--- config.mk ---
export PLATFORM = sky130hd
export DESIGN_NAME = gin_tag_gen
export DESIGN_NICKNAME = d
export VERILOG_FILES = /design/src/rtl/gin_tag_gen.sv
export SDC_FILE = /design/constraint.sdc
export NUM_CORES = 1
export LEC_CHECK = 0
export ABC_AREA = 1
export BUFFER_PORTS_ARGS = -buffer_cell sky130_fd_sc_hd__buf_2
export CELL_PAD_IN_SITES_DETAIL_PLACEMENT = 0
export CELL_PAD_IN_SITES_GLOBAL_PLACEMENT = 1
export CORE_AREA = 2 2 91 93
export CTS_CLUSTER_DIAMETER = 50
export CTS_CLUSTER_SIZE = 24
export DETAILED_ROUTE_END_ITERATION = 8
export DIE_AREA = 0 0 93 95
export PLACE_DENSITY_LB_ADDON = 0.15
export SKIP_LAST_GASP = 1
export SYNTH_ARGS = -nofsm -noshare
export SYNTH_HDL_FRONTEND = slang
export SYNTH_SLANG_ARGS = --single-unit
--- constraint.sdc ---
create_clock -name i_clk -period 2.3 [get_ports i_clk]
set_input_delay 0 -clock i_clk [delete_from_list [all_inputs] [get_ports i_clk]]
set_output_delay 0 -clock i_clk [all_outputs]
set_load 0.01 [all_outputs]
--- src/rtl/gin_tag_gen.sv ---
`default_nettype none
// ============================================================================
// Module   : gin_tag_gen
// Purpose  : Upstream feeder for the GIN bus. Attaches a scheduled ID tag to
//            each raw data word and emits {tag, data} packets through a
//            2-entry output FIFO with a valid/ready handshake.
// Revision : 1.0 - initial release
// ============================================================================
module gin_tag_gen #(
  parameter int ID_BITWIDTH     = 4,
  parameter int DATA_BITWIDTH   = 8,
  parameter int PACKET_BITWIDTH = ID_BITWIDTH + DATA_BITWIDTH,
  parameter int CNT_BITWIDTH    = 8
) (
  input  logic                       i_clk,
  input  logic                       i_rst,
  input  logic [ID_BITWIDTH-1:0]     i_cfg_tag_start,
  input  logic [ID_BITWIDTH-1:0]     i_cfg_tag_num,
  input  logic [CNT_BITWIDTH-1:0]    i_cfg_words_per_tag,
  input  logic                       i_cfg_valid,
  input  logic [DATA_BITWIDTH-1:0]   i_data,
  input  logic                       i_valid,
  output logic                       o_ready,
  output logic [PACKET_BITWIDTH-1:0] o_data,
  output logic                       o_valid,
  input  logic                       i_ready,
  output logic                       o_busy,
  output logic                       o_done
);

  typedef enum logic [1:0] {
    ST_IDLE  = 2'd0,
    ST_RUN   = 2'd1,
    ST_DRAIN = 2'd2
  } state_t;

  state_t                     r_state;
  logic [ID_BITWIDTH-1:0]     r_tag_start;
  logic [ID_BITWIDTH-1:0]     r_tag_num;
  logic [CNT_BITWIDTH-1:0]    r_words_per_tag;
  logic [ID_BITWIDTH-1:0]     r_tag_idx;
  logic [CNT_BITWIDTH-1:0]    r_word_cnt;
  logic                       r_done;

  // FIFO storage: r_head is the entry presented on o_data, r_tail the second.
  logic [PACKET_BITWIDTH-1:0] r_head;
  logic [PACKET_BITWIDTH-1:0] r_tail;
  logic [1:0]                 r_count;

  logic                       w_push;
  logic                       w_pop;
  logic [ID_BITWIDTH-1:0]     w_tag;
  logic [PACKET_BITWIDTH-1:0] w_pkt;
  logic                       w_last_word;
  logic                       w_last_tag;
  logic                       w_drained;
  logic                       w_cfg_ok;

  // Ready depends only on state and registered occupancy, never on i_ready.
  assign o_ready = (r_state == ST_RUN) && (r_count != 2'd2);
  assign o_valid = (r_count != 2'd0);
  assign o_data  = r_head;
  assign o_busy  = (r_state != ST_IDLE);
  assign o_done  = r_done;

  assign w_push = i_valid && o_ready;
  assign w_pop  = o_valid && i_ready;

  // Tag arithmetic wraps naturally at the tag width.
  assign w_tag  = r_tag_start + r_tag_idx;
  assign w_pkt  = {w_tag, i_data};

  assign w_last_word = (r_word_cnt == (r_words_per_tag - CNT_BITWIDTH'(1)));
  assign w_last_tag  = (r_tag_idx == (r_tag_num - ID_BITWIDTH'(1)));
  assign w_cfg_ok    = i_cfg_valid && (i_cfg_tag_num != '0) && (i_cfg_words_per_tag != '0);

  // The FIFO is empty after this edge when its final entry is popped now.
  assign w_drained = (r_count == 2'd0) || ((r_count == 2'd1) && w_pop);

  // Two-entry FIFO; head keeps its last value while the FIFO is empty.
  always_ff @(posedge i_clk or posedge i_rst) begin
    if (i_rst) begin
      r_head  <= '0;
      r_tail  <= '0;
      r_count <= 2'd0;
    end else begin
      case ({w_push, w_pop})
        2'b10: begin
          if (r_count == 2'd0) begin
            r_head <= w_pkt;
          end else begin
            r_tail <= w_pkt;
          end
          r_count <= r_count + 2'd1;
        end
        2'b01: begin
          if (r_count == 2'd2) begin
            r_head <= r_tail;
          end
          r_count <= r_count - 2'd1;
        end
        2'b11: begin
          // Only reachable at one entry: the new word replaces the popped head.
          r_head <= w_pkt;
        end
        default: begin
          r_count <= r_count;
        end
      endcase
    end
  end

  // Schedule FSM: config latch, tag/word counting, drain and done pulse.
  always_ff @(posedge i_clk or posedge i_rst) begin
    if (i_rst) begin
      r_state         <= ST_IDLE;
      r_tag_start     <= '0;
      r_tag_num       <= '0;
      r_words_per_tag <= '0;
      r_tag_idx       <= '0;
      r_word_cnt      <= '0;
      r_done          <= 1'b0;
    end else begin
      r_done <= 1'b0;
      case (r_state)
        ST_IDLE: begin
          if (w_cfg_ok) begin
            r_tag_start     <= i_cfg_tag_start;
            r_tag_num       <= i_cfg_tag_num;
            r_words_per_tag <= i_cfg_words_per_tag;
            r_tag_idx       <= '0;
            r_word_cnt      <= '0;
            r_state         <= ST_RUN;
          end
        end
        ST_RUN: begin
          if (w_push) begin
            if (w_last_word) begin
              r_word_cnt <= '0;
              if (w_last_tag) begin
                r_state <= ST_DRAIN;
              end else begin
                r_tag_idx <= r_tag_idx + ID_BITWIDTH'(1);
              end
            end else begin
              r_word_cnt <= r_word_cnt + CNT_BITWIDTH'(1);
            end
          end
        end
        ST_DRAIN: begin
          if (w_drained) begin
            r_state <= ST_IDLE;
            r_done  <= 1'b1;
          end
        end
        default: begin
          r_state <= ST_IDLE;
        end
      endcase
    end
  end

endmodule
`default_nettype wire
==> metrics.txt, run 1 <==
status=complete, no violations; FP Rows=33; leakage power total=2.09 nW; actual slew at the worst max-slew pin=791 ps; worst setup margin=194 ps; Min-Delay Startpoint=i_ready; clk_skew=11.1 ps; die area=8840 um2; Slowest-stage cell, CP=dfrtp_1; I/O pin cnt=45; H-tree depth=3; vias per cell=4.64; fin crit period=2110 ps; Slowest Stage Delay on Critical Path=470 ps; wire per inst=12.3 um; worst vdd ir=0.682 mV; cell depth of the worst setup path=11; clock latency on the worst-skew pair=340 ps; vias in the first global route=2580; critical path class=register to register; most frequent cells in the layout=105 x nand2_1, 57 x dfrtp_1, 44 x buf_2; CP arrival=2330 ps; Die H=95 um; Ys Warns=0; CTS buffer count=9; worst path cell trace=nor2_8, inv_4, nor2_8, nand2_4, ha_1, inv_2, o21ai_1, nor2_1, buf_6, o211ai_1, o21a_1; ANT nets after route=0; largest net degree at the start of global routing=39; Hold Path Class=input port to register; final core utilization=0.522; CP Max Fanout=24; filler cell count=761; initial antenna violation count=0; FF-to-FF Start=r_state[1]; FMAX=0.475 GHz; Net Count, Synth=441; Initial DRT Pass Iterations=4; area delta synth->final=25.8%; share of cells above drive strength 1=0.201; Residual DRC=0; Port Buf Inserts=44; CTS root buf=clkbuf_8; die width=93 um; most used cell, CP=nor2_8; Final GP Congestion=0.868; total track usage=0.178; CP delay by family, top=simple AND/OR/NAND/NOR gates; nets@finish=516; number of cells on the worst reg-to-reg path=11; endpoints failing hold=0; number of max-cap violations=0; Layout Cells excl Fill=583; commonest non-fill, non-tap cell in the layout=nand2_1; Tcrit/Tclk final=0.916; Post-Place Worst Slack=159 ps; register-to-register path setup slack=190 ps; Final HPWL DP=5070 um; RSZ-0062 raised after global routing=no; CP endpoint kind=register; vias after detailed routing=2704; CP bufs+invs=3; pins over their slew limit=0; CTS tree=built; sequential share of the synthesized area=0.433; Yosys reg bits=57; placed cells=542; Post-synth EDFFs=0; Rel. slew slack=0.472; core area=7930 um2; Mapped Area=3290 um2; Worst Setup SP=r_state[1]; crit start category=register; Power Density=1310 nW/um2; Post-synth ARST share=1.00; Final setup violation count=0; total global routing overflow=0; Critical Path End=o_data[11]; initial core utilization=0.415; first-pass GRT wire length=12100 um; ys flop type=dfrtp_1; Initial DRC Count=86; post-synth cell types=35; RR Endpoint=o_data[11]; synthesized area per cell=8.27 um2; Pwr Total=0.00542 W; CTS clk-pin slew, worst paths=60 ps; setup TNS=0 ps; Clock Tree Buf Depth=2; antenna fix cells=0; detailed-route wire length=7170 um; Synth Instances=398; Sink Count=57; critical path data required time=2530 ps
-- logic make-up (layout without fill, tap and decap cells) --
| family | Yosys count | count (layout) | synth area share |
|---|---|---|---|
| AO/OA/AOI/OAI | 62 | 62 | 0.106 |
| XOR/XNOR | 21 | 21 | 0.0559 |
| adder cells (fa/ha/maj) | 14 | 14 | 0.0555 |
| buffers and inverters | 65 | 145 | 0.0795 |
| flip-flops | 57 | 57 | 0.433 |
| multiplexers | 5 | 5 | 0.0171 |
| AND/OR/NAND/NOR | 174 | 174 | 0.253 |
-- worst register-to-register path: stages (launching register included) --
cell	delay, ps
dfrtp_1	470
nor2_8	260
inv_4	90
nor2_8	100
nand2_4	90
ha_1	280
inv_2	80
o21ai_1	50
nor2_1	120
buf_6	210
o211ai_1	130
o21a_1	120
-- metrics by stage --
| stage | instance area [um2] | hold slack (ps) |
|---|---|---|
| finish | 4140 | 17.3 |
| CTS | 4140 | 0.000694 |
| global placement | 3630 | 210 |
| global route | 4140 | 21.3 |
| floorplan | 3290 | 132 |
| detailed placement | 3630 | 211 |
-- synth_stat cells, drive strengths merged (5+ instances only) --
library cell  instances  area, um2
xor2                 12        105
nand3                20        118
mux2                  5       56.3
nor2                 23        134
o21a                 12       90.1
xnor2                 9       78.8
nand4                12       75.1
a21oi                 8       40.0
inv                  53        201
clkbuf                5       18.8
nand2               112        467
dfrtp                57       1430
ha                   13        163
buf                   6       36.3
o21ai                39        195
-- metal layers --
| layer | vias up | track usage | wire, um |
|---|---|---|---|
| li1 | 1434 | - | - |
| met1 | 1225 | 0.226 | 3410 |
| met2 | 33 | 0.296 | 3440 |
| met3 | 12 | 0.0263 | 154 |
| met4 | 0 | 0.0895 | 167 |
| met5 | - | 0 | 0 |
-- power by group --
group          internal (W)  switching (W)  total [W]
logic               0.00103        0.00145    0.00248
registers           0.00142       0.000336    0.00175
clock network      0.000782       0.000413    0.00119
-- flip-flops by register name (all words and copies together) (netlist names) --
register	cells
o_done	1
o_data	12
r_state	2
r_word_cnt	8
r_tag_num	4
r_tag_idx	4
r_tag_start	4
r_count	2
r_tail	12
r_words_per_tag	8
-- what timing repair did --
action	CTS	global route
hold buffers	25	0
gates resized for setup	0	1
endpoints found under the setup margin	0	2
hold endpoints to repair	60	0
buffers inserted	0	0
-- how the worst min path moves through the flow --
| stage | end | slack (ps) | depth (start not counted) |
|---|---|---|---|
| floorplan | r_tag_num[2] | 130 | 1 |
| global placement | r_words_per_tag[1] | 210 | 2 |
| detailed placement | r_words_per_tag[2] | 210 | 2 |
| CTS | r_state[1] | 0.0007 | 4 |
| global route | r_state[1] | 20 | 4 |
| finish | r_state[1] | 20 | 4 |
-- layout make-up --
| cell class | instances | area [um2] | share of cell area |
|---|---|---|---|
| multi-input combinational | 276 | 1600 | 0.387 |
| sequential | 57 | 1430 | 0.345 |
| timing repair buffer | 75 | 519 | 0.125 |
| inverter | 54 | 206 | 0.0499 |
| clock buffer | 12 | 155 | 0.0375 |
| tap | 105 | 131 | 0.0317 |
| clock inverter | 4 | 98.8 | 0.0239 |
Power figures use the tool's default switching activity.
==> run 2, diff against run 1 <==
--- a/config.mk
+++ b/config.mk
@@ -6,6 +6,7 @@
 export NUM_CORES = 1
 export LEC_CHECK = 0
 export ABC_AREA = 1
+export ABC_CLOCK_PERIOD_IN_PS = 2300
 export BUFFER_PORTS_ARGS = -buffer_cell sky130_fd_sc_hd__buf_2
 export CELL_PAD_IN_SITES_DETAIL_PLACEMENT = 0
 export CELL_PAD_IN_SITES_GLOBAL_PLACEMENT = 1
@@ -14,7 +15,7 @@
 export CTS_CLUSTER_SIZE = 24
 export DETAILED_ROUTE_END_ITERATION = 8
 export DIE_AREA = 0 0 93 95
-export PLACE_DENSITY_LB_ADDON = 0.15
+export PLACE_DENSITY_LB_ADDON = 0.1
 export SKIP_LAST_GASP = 1
 export SYNTH_ARGS = -nofsm -noshare
 export SYNTH_HDL_FRONTEND = slang
==> metrics.txt, run 2 (synthesis gave the netlist of run 1 again) <==
status=complete, but fails checks; violated checks=hold timing; Final setup violation count=0 (unchanged); endpoints failing hold=1 (+1); Clock Tree Buf Depth=2 (unchanged); Residual DRC=0 (unchanged); antenna fix cells=0 (unchanged); clk_skew=7.91 ps (-3.21 ps); Initial DRT Pass Iterations=4 (unchanged); CP Max Fanout=24 (unchanged); die area=8840 um2 (unchanged); Tcrit/Tclk final=0.913 (-0.00285); I/O pin cnt=45 (unchanged); Initial DRC Count=89 (+3.5%); Die H=95 um (unchanged); nets@finish=517 (+0.19%); ANT nets after route=0 (unchanged); largest net degree at the start of global routing=35 (-10%); RSZ-0062 raised after global routing=no; Pwr Total=0.00526 W (-3.0%); worst vdd ir=0.713 mV (+4.6%); CTS buffer count=9 (unchanged); leakage power total=2.07 nW (-0.89%); total global routing overflow=0 (unchanged); Slowest Stage Delay on Critical Path=380 ps (-90 ps); FMAX=0.476 GHz (+0.31%); Multi-input gate area=1600 um2 (unchanged); CTS clk-pin slew, worst paths=60 ps (about the same); WHS=-4.93 ps (-22.3 ps); CTS tree=built; area delta synth->final=24.8%; detailed-route wire length=7060 um (-1.5%); actual slew at the worst max-slew pin=751 ps (-40.1 ps); cts repair resizes=0 (unchanged); Sink Count=57 (unchanged); critical path class=register to register; CP endpoint kind=register; Power Density=1280 nW/um2 (-2.2%); die width=93 um (unchanged); most frequent cells in the layout=105 x nand2_1, 57 x dfrtp_1, 44 x buf_2; commonest non-fill, non-tap cell in the layout=nand2_1; H-tree depth=3 (unchanged); setup TNS=0 ps (unchanged); CTS root buf=clkbuf_8; total track usage=0.180 (+0.00206); initial core utilization=0.415 (unchanged); Final GP Congestion=0.813 (-6.3%); worst path cell trace=inv_1, ha_1, nor2_8, nand2_4, ha_1, inv_2, o21ai_1, nor2_1, buf_4, o211ai_1, o21a_1; vias after detailed routing=2723 (+0.70%); wire per inst=12.1 um (-1.5%); Rel. slew slack=0.498 (+0.0268); share of cells above drive strength 1=0.203 (+0.00209); Hold Path Class=input port to register; number of max-cap violations=0 (unchanged); Sequential cell area=1430 um2 (unchanged); initial antenna violation count=0 (unchanged); pins over their slew limit=0 (unchanged); clock latency on the worst-skew pair=330 ps (about the same); fin crit period=2100 ps (-6.56 ps); filler cell count=800 (+5.1%); critical path data required time=2520 ps (about the same); FP Rows=33 (unchanged); first-pass GRT wire length=12300 um (+1.8%); crit start category=register; vias per cell=4.67 (+0.70%); vias in the first global route=2644 (+2.5%); Port Buf Inserts=44 (unchanged); most used cell, CP=ha_1; Slowest-stage cell, CP=dfrtp_1; core area=7930 um2 (unchanged); Final HPWL DP=5230 um (+3.3%); CP arrival=2320 ps (about the same)
run 2: cell count changes in the layout (fill, tap and decap cells not counted), sizes merged:
cell	change
bufinv	-1
clkinvlp	+2
buf	+1
clkbuf	-2
run 2: final cells by class:
type / count / area share
timing repair buffer: 76 / 0.127
clock inverter: 5 / 0.0195
tap: 105 / 0.0320
multi-input combinational: 276 / 0.390
clock buffer: 10 / 0.0335
inverter: 54 / 0.0503
sequential: 57 / 0.347
run 2: repair_timing:
| action | 4_1_cts | 5_1_grt |
|---|---|---|
| hold endpoints to repair | 56 | 0 |
| hold buffers | 25 | 0 |
| buffers inserted | 0 | 0 |
run 2: worst paths after layout:
check / start / cells after the start / slack (ps) / endpoint
max in group asynchronous: i_rst / 4 / 1270 / r_count[0]
setup reg to reg: r_count[0] / 11 / 200 / o_data[10]
hold reg to reg: r_tail[1] / 2 / 480 / r_tail[1]
min in group asynchronous: i_rst / 3 / 350 / o_data[2]
hold / removal: i_ready / 3 / -5 / o_done
setup / recovery: r_count[0] / 11 / 200 / o_data[10]
run 2: stage by stage:
| stage | setup WS, ps | hold WS, ps | instances | utilization | instance area (um2) |
|---|---|---|---|---|---|
| finish | 200 | -4.93 | 583 | 0.518 | 4110 |
| global route | 27.2 | 15.8 | 583 | 0.518 | 4110 |
| CTS | 178 | 2.73 | 583 | 0.518 | 4110 |
| detailed placement | 187 | 174 | 543 | 0.459 | 3640 |
| global placement | 262 | 176 | 543 | 0.459 | 3640 |
| floorplan | 253 | 132 | 398 | - | 3290 |
run 2: worst max-delay path, delay by kind of cell (launching register included):
family                   cells  cell delay [ps]
buffers and inverters        3              420
adder cells (fa/ha/maj)      2              550
flip-flops                   1              380
AO/OA/AOI/OAI                3              300
AND/OR/NAND/NOR              3              340
run 2: routing by layer:
layer	global-route usage	routed length (um)	part of all wire
met3	0.0271	174	0.025
met1	0.243	3420	0.48
met4	0.0821	139	0.020
met5	0	0	0
met2	0.286	3320	0.47
run 2: report_power, final:
group | switching, W | leakage (nW) | internal [W]
clock network | 0.000405 | 0.104 | 0.000631
logic | 0.00145 | 1.26 | 0.00103
registers | 0.000334 | 0.703 | 0.00142
